<file path="config.mk">
export PLATFORM = sky130hd
export DESIGN_NAME = result_demux_2way
export DESIGN_NICKNAME = d
export VERILOG_FILES = /design/src/rtl/result_demux_2way_pkg.sv /design/src/rtl/result_demux_2way_out_slot_reg.sv /design/src/rtl/result_demux_2way.sv
export SDC_FILE = /design/constraint.sdc
export NUM_CORES = 1
export LEC_CHECK = 0
export CAP_MARGIN = 20
export CORE_UTILIZATION = 25
export DETAILED_ROUTE_END_ITERATION = 7
export PLACE_DENSITY = 0.51
export SLEW_MARGIN = 20
export SYNTH_ARGS = -nofsm -noshare
export SYNTH_HDL_FRONTEND = slang
export SYNTH_HIERARCHICAL = 1
export SYNTH_SLANG_ARGS = --single-unit
</file>
<file path="constraint.sdc">
create_clock -name clk -period 1.8 [get_ports clk]
set_clock_uncertainty 0.05 [all_clocks]
set_input_delay 0.18 -clock clk [delete_from_list [all_inputs] [get_ports clk]]
set_output_delay 0.18 -clock clk [all_outputs]
set_load 0.02 [all_outputs]
</file>
<file path="src/rtl/result_demux_2way_pkg.sv">
// Shared types and widths for the 2-way result demultiplexer.
package result_demux_2way_pkg;

  localparam int unsigned DATA_W = 16;

  typedef enum logic {
    SLOT_EMPTY = 1'b0,
    SLOT_FULL  = 1'b1
  } slot_state_t;

endpackage : result_demux_2way_pkg

</file>
<file path="src/rtl/result_demux_2way_out_slot_reg.sv">
// One-entry output register with valid/ready handshake and a delivered-word counter.
module out_slot_reg
  import result_demux_2way_pkg::*;
#(
  parameter int unsigned WIDTH = DATA_W,
  parameter int unsigned CNT_W = 8
) (
  input  logic             clk,
  input  logic             rst_n,
  input  logic             load_i,
  input  logic [WIDTH-1:0] load_data_i,
  input  logic             ready_i,
  output logic             valid_o,
  output logic [WIDTH-1:0] data_o,
  output logic [CNT_W-1:0] count_o
);

  slot_state_t      state_q, state_d;
  logic [WIDTH-1:0] data_q, data_d;
  logic [CNT_W-1:0] count_q, count_d;
  logic             drain;

  assign drain = (state_q == SLOT_FULL) && ready_i;

  // A load wins over a drain so back-to-back words stream at one per cycle.
  always_comb begin
    state_d = state_q;
    data_d  = data_q;
    count_d = count_q;
    if (load_i) begin
      state_d = SLOT_FULL;
      data_d  = load_data_i;
    end else if (drain) begin
      state_d = SLOT_EMPTY;
    end
    if (drain) begin
      count_d = count_q + CNT_W'(1);
    end
  end

  always_ff @(posedge clk or negedge rst_n) begin
    if (!rst_n) begin
      state_q <= SLOT_EMPTY;
      data_q  <= '0;
      count_q <= '0;
    end else begin
      state_q <= state_d;
      data_q  <= data_d;
      count_q <= count_d;
    end
  end

  assign valid_o = (state_q == SLOT_FULL);
  assign data_o  = data_q;
  assign count_o = count_q;

endmodule : out_slot_reg

</file>
<file path="src/rtl/result_demux_2way.sv">
// Buffered 1-to-2 demux: routes each accepted word to one of two independent output slots.
module result_demux_2way
  import result_demux_2way_pkg::*;
#(
  parameter int unsigned WIDTH = DATA_W,
  parameter int unsigned CNT_W = 8
) (
  input  logic             clk,
  input  logic             rst_n,
  input  logic [WIDTH-1:0] in_data,
  input  logic             in_sel,
  input  logic             in_valid,
  output logic             in_ready,
  output logic [WIDTH-1:0] out0_data,
  output logic             out0_valid,
  input  logic             out0_ready,
  output logic [WIDTH-1:0] out1_data,
  output logic             out1_valid,
  input  logic             out1_ready,
  output logic [CNT_W-1:0] out0_count,
  output logic [CNT_W-1:0] out1_count
);

  logic accept;
  logic load0, load1;

  // Only the selected slot's occupancy gates acceptance; the other slot never stalls input.
  assign in_ready = in_sel ? (!out1_valid || out1_ready) : (!out0_valid || out0_ready);
  assign accept   = in_valid && in_ready;
  assign load0    = accept && !in_sel;
  assign load1    = accept && in_sel;

  out_slot_reg #(
    .WIDTH (WIDTH),
    .CNT_W (CNT_W)
  ) u_slot0 (
    .clk         (clk),
    .rst_n       (rst_n),
    .load_i      (load0),
    .load_data_i (in_data),
    .ready_i     (out0_ready),
    .valid_o     (out0_valid),
    .data_o      (out0_data),
    .count_o     (out0_count)
  );

  out_slot_reg #(
    .WIDTH (WIDTH),
    .CNT_W (CNT_W)
  ) u_slot1 (
    .clk         (clk),
    .rst_n       (rst_n),
    .load_i      (load1),
    .load_data_i (in_data),
    .ready_i     (out1_ready),
    .valid_o     (out1_valid),
    .data_o      (out1_data),
    .count_o     (out1_count)
  );

endmodule : result_demux_2way

</file>
## After elaboration in Yosys (flattened, before gate mapping)

Index checks and enable logic that the tools add are counted.
W data, S select, Z words.

| cells by class | value |
|---|---|
| add/sub/neg operators | 2 |
| mux-type cells | 5 |
| reductions and logical operators | 12 |

Operators with widths:

| kind | number |
|---|---|
| $add A8 B1 Y8 const B | 2 |
| $logic_and A1 B1 Y1 | 5 |
| $mux W1 | 5 |
| $reduce_bool A2 Y1 | 2 |
| $logic_not A1 Y1 | 3 |
| $logic_or A1 B1 Y1 | 2 |

| storage, ports and cells | value |
|---|---|
| flip-flop bits (word level) | 50 |
| bits of input ports | 22 |
| output and inout bits | 51 |

## Longest topological paths before layout

| depth | value |
|---|---|
| depth in word-level cells | 6 |
| mapped depth | 5 |
| gate-level depth less buffers | 4 |

## Modules after synthesis

The synthesis kept the hierarchy.

Modules (own cells, without submodules):

| module | times used | cells each | area an instance (um2) | sequential area each (um2) |
|---|---|---|---|---|
| out_slot_reg | 2 | 66 | 994.7 | 625.6 |
| result_demux_2way | 1 | 7 | 45.0 | 0.0 |

## Worst setup path before layout

Ideal clock, no wire load.

| timing | value |
|---|---|
| kind | flip-flop to flip-flop |
| from | reg u_slot0.state_q, in the netlist u_slot0/valid_o |
| to | reg u_slot0.data_q[0], in the netlist u_slot0/data_o[0] |
| library setup time | 0.125 ns |
| arrival time | 1.479 ns |
| data required time | 1.625 ns |
| slack | 0.146 ns |
| stages on the path, launching flop included | 6 |
| path buffers | 2 |
| cells stage by stage | dfrtp_1 nor2b_1 nor3b_2 buf_2 buf_4 mux2_2 |

| on the way | value |
|---|---|
| word-level cells in the longest chain between the ends | 5 |

Ends and longest elaborated chain:

| item | line | source |
|---|---|---|
| start, declared | result_demux_2way_out_slot_reg.sv:18 | `slot_state_t state_q, state_d;` |
| start signal, assigned | result_demux_2way_out_slot_reg.sv:47 | `state_q <= state_d;` |
| $logic_not A1 Y1 | result_demux_2way.sv:28 | `assign in_ready = in_sel ? (!out1_valid \|\| out1_ready) : (!out0_valid \|\| out0_ready);` |
| $logic_or A1 B1 Y1 | result_demux_2way.sv:28 |  |
| $mux W1 | result_demux_2way.sv:28 |  |
| $logic_and A1 B1 Y1 | result_demux_2way.sv:29 | `assign accept = in_valid && in_ready;` |
| $logic_and A1 B1 Y1 | result_demux_2way.sv:30 | `assign load0 = accept && !in_sel;` |
| net load0 | result_demux_2way.sv:25 | `logic load0, load1;` |
| end signal, assigned | result_demux_2way_out_slot_reg.sv:48 | `data_q <= data_d;` |
| end, declared | result_demux_2way_out_slot_reg.sv:19 | `logic [WIDTH-1:0] data_q, data_d;` |

The timed path passes the listed nets, and every way through them passes these cells.
A chain may end at the register's enable or synchronous reset.

## Final worst setup path

| timing | value |
|---|---|
| from | reg u_slot1.state_q, in the netlist u_slot1/valid_o |
| to | out out1_valid |

RTL lines:

| item | line | source |
|---|---|---|
| start, declared | result_demux_2way_out_slot_reg.sv:18 |  |
| start signal, assigned | result_demux_2way_out_slot_reg.sv:47 |  |
| end, declared | result_demux_2way.sv:18 | `output logic out1_valid,` |

No word-level cell between the ends.

==> impl_metrics.env <==
export IMPL_outcome="finished clean"
export IMPL_placeableCoreArea_um2=7810
export IMPL_fin_hold_ws_ns=0.331
export IMPL_number_of_antenna_violations_at_the_first_check_in_global_routing=0
export IMPL_cts_root_buf="sky130_fd_sc_hd__clkbuf_8"
export IMPL_post_dp_hpwl_mm=3.04
export IMPL_layout_core_utilization=0.395
export IMPL_post_synth_most_frequent_cells="50 x sky130_fd_sc_hd__dfrtp_1, 32 x sky130_fd_sc_hd__mux2_2, 10 x sky130_fd_sc_hd__xor2_1"
export IMPL_p_leak_nw=1.33
export IMPL_diodes=0
export IMPL_endpoints_failing_hold=0
export IMPL_setup_total_negative_slack_ns=0
export IMPL_dpl_instance_area_um2=2930
export IMPL_grt_start_max_net_pins=31
export IMPL_worst_slew_pin_transition_ns=0.532
export IMPL_tritoncts_clock_tree="done"
export IMPL_total_power_mw=3.80
export IMPL_cts_max_path_buffers=2
export IMPL_clk_latency_ns=0.30
export IMPL_crit_path_top_delay_cell="sky130_fd_sc_hd__clkdlybuf4s50_1"
export IMPL_max_cap_violations=0
export IMPL_placed_cells=314
export IMPL_synthesis_area_um2=2030
export IMPL_maxSlewHeadroom=0.645
export IMPL_grt_pass1_wl_mm=7.84
export IMPL_cpLargestDelayFamily="buffers and inverters"
export IMPL_finalWirelength_mm=4.46
export IMPL_ys_warn_count=6
export IMPL_proportion_of_synthesized_flip_flops_having_asynchronous_set_or_reset=1.00
export IMPL_vdd_drop_max_mv=0.416
export IMPL_synth_top_cell_area_share=0.615
export IMPL_rows=32
export IMPL_dominantRegCellSynth="sky130_fd_sc_hd__dfrtp_1"
export IMPL_synth_seq_cells=50
export IMPL_most_instantiated_library_cell_after_synthesis="sky130_fd_sc_hd__dfrtp_1"
export IMPL_worstSetupEndpointType="output pin"
export IMPL_gpl_final_weighted_congestion=0.683
export IMPL_finalSetupViolations=0
export IMPL_cts_num_sinks=50
export IMPL_post_cts_setup_buffer_count=0
export IMPL_route_detailed_vias_per_inst=4.27
export IMPL_grtUsageTotal=0.120
export IMPL_detail_route_wl_per_cell_um=13.8
export IMPL_io_buffer_count=72
export IMPL_synth_cells=139
export IMPL_unrepaired_setup_endpoints_after_global_routing="false"
export IMPL_critical_path_required_ns=1.57
export IMPL_holdCritPathClass="in2async"
export IMPL_path_buf_inv=1
export IMPL_post_synth_top_area_cell="sky130_fd_sc_hd__dfrtp_1"
export IMPL_num_nets_final=244
export IMPL_worstPathArrival_ns=1.43
export IMPL_vertical_die_dimension_um=92.2
export IMPL_launch_instance_of_the_worst_register_to_register_path="u_slot0/valid_o"
export IMPL_layout_filler_cells=781
export IMPL_via_count=1379
export IMPL_clkSlewWorstSetupHoldPaths_ns=0.09
export IMPL_final_min_period_over_clock_period=0.920
export IMPL_antenna_violating_nets_post_route=0
export IMPL_slew_viol_final=0
export IMPL_finalWorstPathRequiredPeriod_ns=1.66
export IMPL_crit_path_start_kind="register"
export IMPL_die_width_um=92.2
export IMPL_top_level_ports=73
export IMPL_initial_utilization=0.261
export IMPL_dp_slack_ns=0.00936
export IMPL_worst_setup_path_type="reg2out"
export IMPL_grt_remaining_overflow=0
export IMPL_postLayoutSetupSlackWorst_ns=0.144
export IMPL_critical_path_peak_fanout=6
export IMPL_synth_enable_flop_cells=0
export IMPL_syn_area_per_cell_um2=14.6
export IMPL_post_route_cell_area_um2=3080
export IMPL_cts_htree_levels=2
export IMPL_drt_first_iter_violations=7
export IMPL_critical_path_cell_chain="clkdlybuf4s50_1"
export IMPL_areaGrowthSynthToFinish_pct=51.5
export IMPL_power_density_nw_per_um2=1230
export IMPL_synth_seq_area_share=0.615
export IMPL_stdcell_count=323
export IMPL_floorplan_die_area_um2=8500
export IMPL_cp_slowest_stage_delay_ns=0.65
export IMPL_post_route_drc_count=0
export IMPL_layout_drive_gt1_share=0.253
export IMPL_vias_in_the_first_global_route=1561
export IMPL_yosys_top_cells_area="sky130_fd_sc_hd__dfrtp_1 62%, sky130_fd_sc_hd__mux2_2 18%, sky130_fd_sc_hd__xor2_1 4.3%"
export IMPL_achievable_frequency_mhz=604
export IMPL_synth_net_count=163
export IMPL_worst_setup_path_startpoint="u_slot1/valid_o"
export IMPL_cts_made_buffers=5
export IMPL_synth_distinct_cells=23
export IMPL_drt_pass1_iterations=4
==> worst paths after layout <==
path / endpoint / slack, ns / depth (start not counted)
max: out1_valid / 0.14 / 1
min: u_slot1/valid_o / 0.33 / 2
max reg2reg: u_slot0/data_o[2] / 0.21 / 4
min reg2reg: u_slot1/count_o[7] / 0.42 / 1
max in group asynchronous: u_slot0/count_o[6] / 0.83 / 3
min in group clk: u_slot1/count_o[7] / 0.42 / 1
==> registers in the layout, summed over array words and instances (netlist names) <==
| name | cells |
|---|---|
| u_slot1/count_o | 8 |
| u_slot1/data_o | 16 |
| u_slot0/valid_o | 1 |
| u_slot0/data_o | 16 |
| u_slot0/count_o | 8 |
| u_slot1/valid_o | 1 |
==> layout make-up <==
cell class,instances,area (um^2),share of cell area
clock buffers,6,82.6,0.0268
clock inverters,2,60.1,0.0195
inverters,3,11.3,0.00365
multi-input cells,82,751,0.244
flip-flops and latches,50,1250,0.406
well taps,102,128,0.0414
repair buffers,78,800,0.259
==> power breakdown <==
| group | internal [mW] | switching, mW |
|---|---|---|
| Combinational | 0.667 | 0.590 |
| Sequential | 1.36 | 0.214 |
| Clock | 0.593 | 0.376 |
==> placed cells by master, fill, tap and decap left out <==
cell type | netlist | routed
sky130_fd_sc_hd__a21o_1 | 2 | 2
sky130_fd_sc_hd__a21oi_2 | 0 | 1
sky130_fd_sc_hd__a31oi_1 | 1 | 1
sky130_fd_sc_hd__buf_12 | 0 | 3
sky130_fd_sc_hd__buf_2 | 2 | 1
sky130_fd_sc_hd__buf_4 | 2 | 2
sky130_fd_sc_hd__bufinv_16 | 0 | 2
sky130_fd_sc_hd__clkbuf_8 | 0 | 6
sky130_fd_sc_hd__clkdlybuf4s50_1 | 0 | 70
sky130_fd_sc_hd__dfrtp_1 | 50 | 50
sky130_fd_sc_hd__dlygate4sd2_1 | 0 | 1
sky130_fd_sc_hd__dlygate4sd3_1 | 0 | 1
sky130_fd_sc_hd__ha_1 | 2 | 2
sky130_fd_sc_hd__inv_1 | 3 | 3
sky130_fd_sc_hd__mux2_1 | 2 | 2
sky130_fd_sc_hd__mux2_2 | 32 | 32
sky130_fd_sc_hd__nand2_1 | 9 | 9
sky130_fd_sc_hd__nand2_2 | 2 | 2
sky130_fd_sc_hd__nand3_1 | 2 | 2
sky130_fd_sc_hd__nand3_2 | 2 | 2
sky130_fd_sc_hd__nor2_1 | 4 | 4
sky130_fd_sc_hd__nor2b_1 | 1 | 1
sky130_fd_sc_hd__nor3_1 | 2 | 2
sky130_fd_sc_hd__nor3_2 | 2 | 2
sky130_fd_sc_hd__nor3b_1 | 1 | 1
sky130_fd_sc_hd__nor3b_2 | 1 | 1
sky130_fd_sc_hd__nor4_4 | 2 | 2
sky130_fd_sc_hd__xnor2_1 | 4 | 4
sky130_fd_sc_hd__xor2_1 | 10 | 10
==> logic make-up after synthesis <==
kind of cell	count (synthesis)	share of synthesized area
AO/OA/AOI/OAI	4	0.0129
adder cells (fa/ha/maj)	2	0.0123
flip-flops	50	0.615
multiplexers	34	0.188
XOR/XNOR	14	0.0603
buffers and inverters	7	0.0178
AND/OR/NAND/NOR	28	0.0935
==> layer usage <==
metal | vias up | share of wire | GRT usage
met5 | - | 0 | 0
met4 | 0 | 0.015 | 0.0469
met3 | 8 | 0.11 | 0.0564
met2 | 58 | 0.42 | 0.176
met1 | 679 | 0.46 | 0.151
li1 | 634 | - | -
==> repair_timing <==
| item | in CTS | in global routing |
|---|---|---|
| hold endpoints to repair | 20 | 0 |
| hold buffers | 1 | 0 |
| setup endpoints to repair | 1 | 0 |
| resized for setup | 1 | 0 |
No activity file was read; power rests on OpenSTA's default activity.
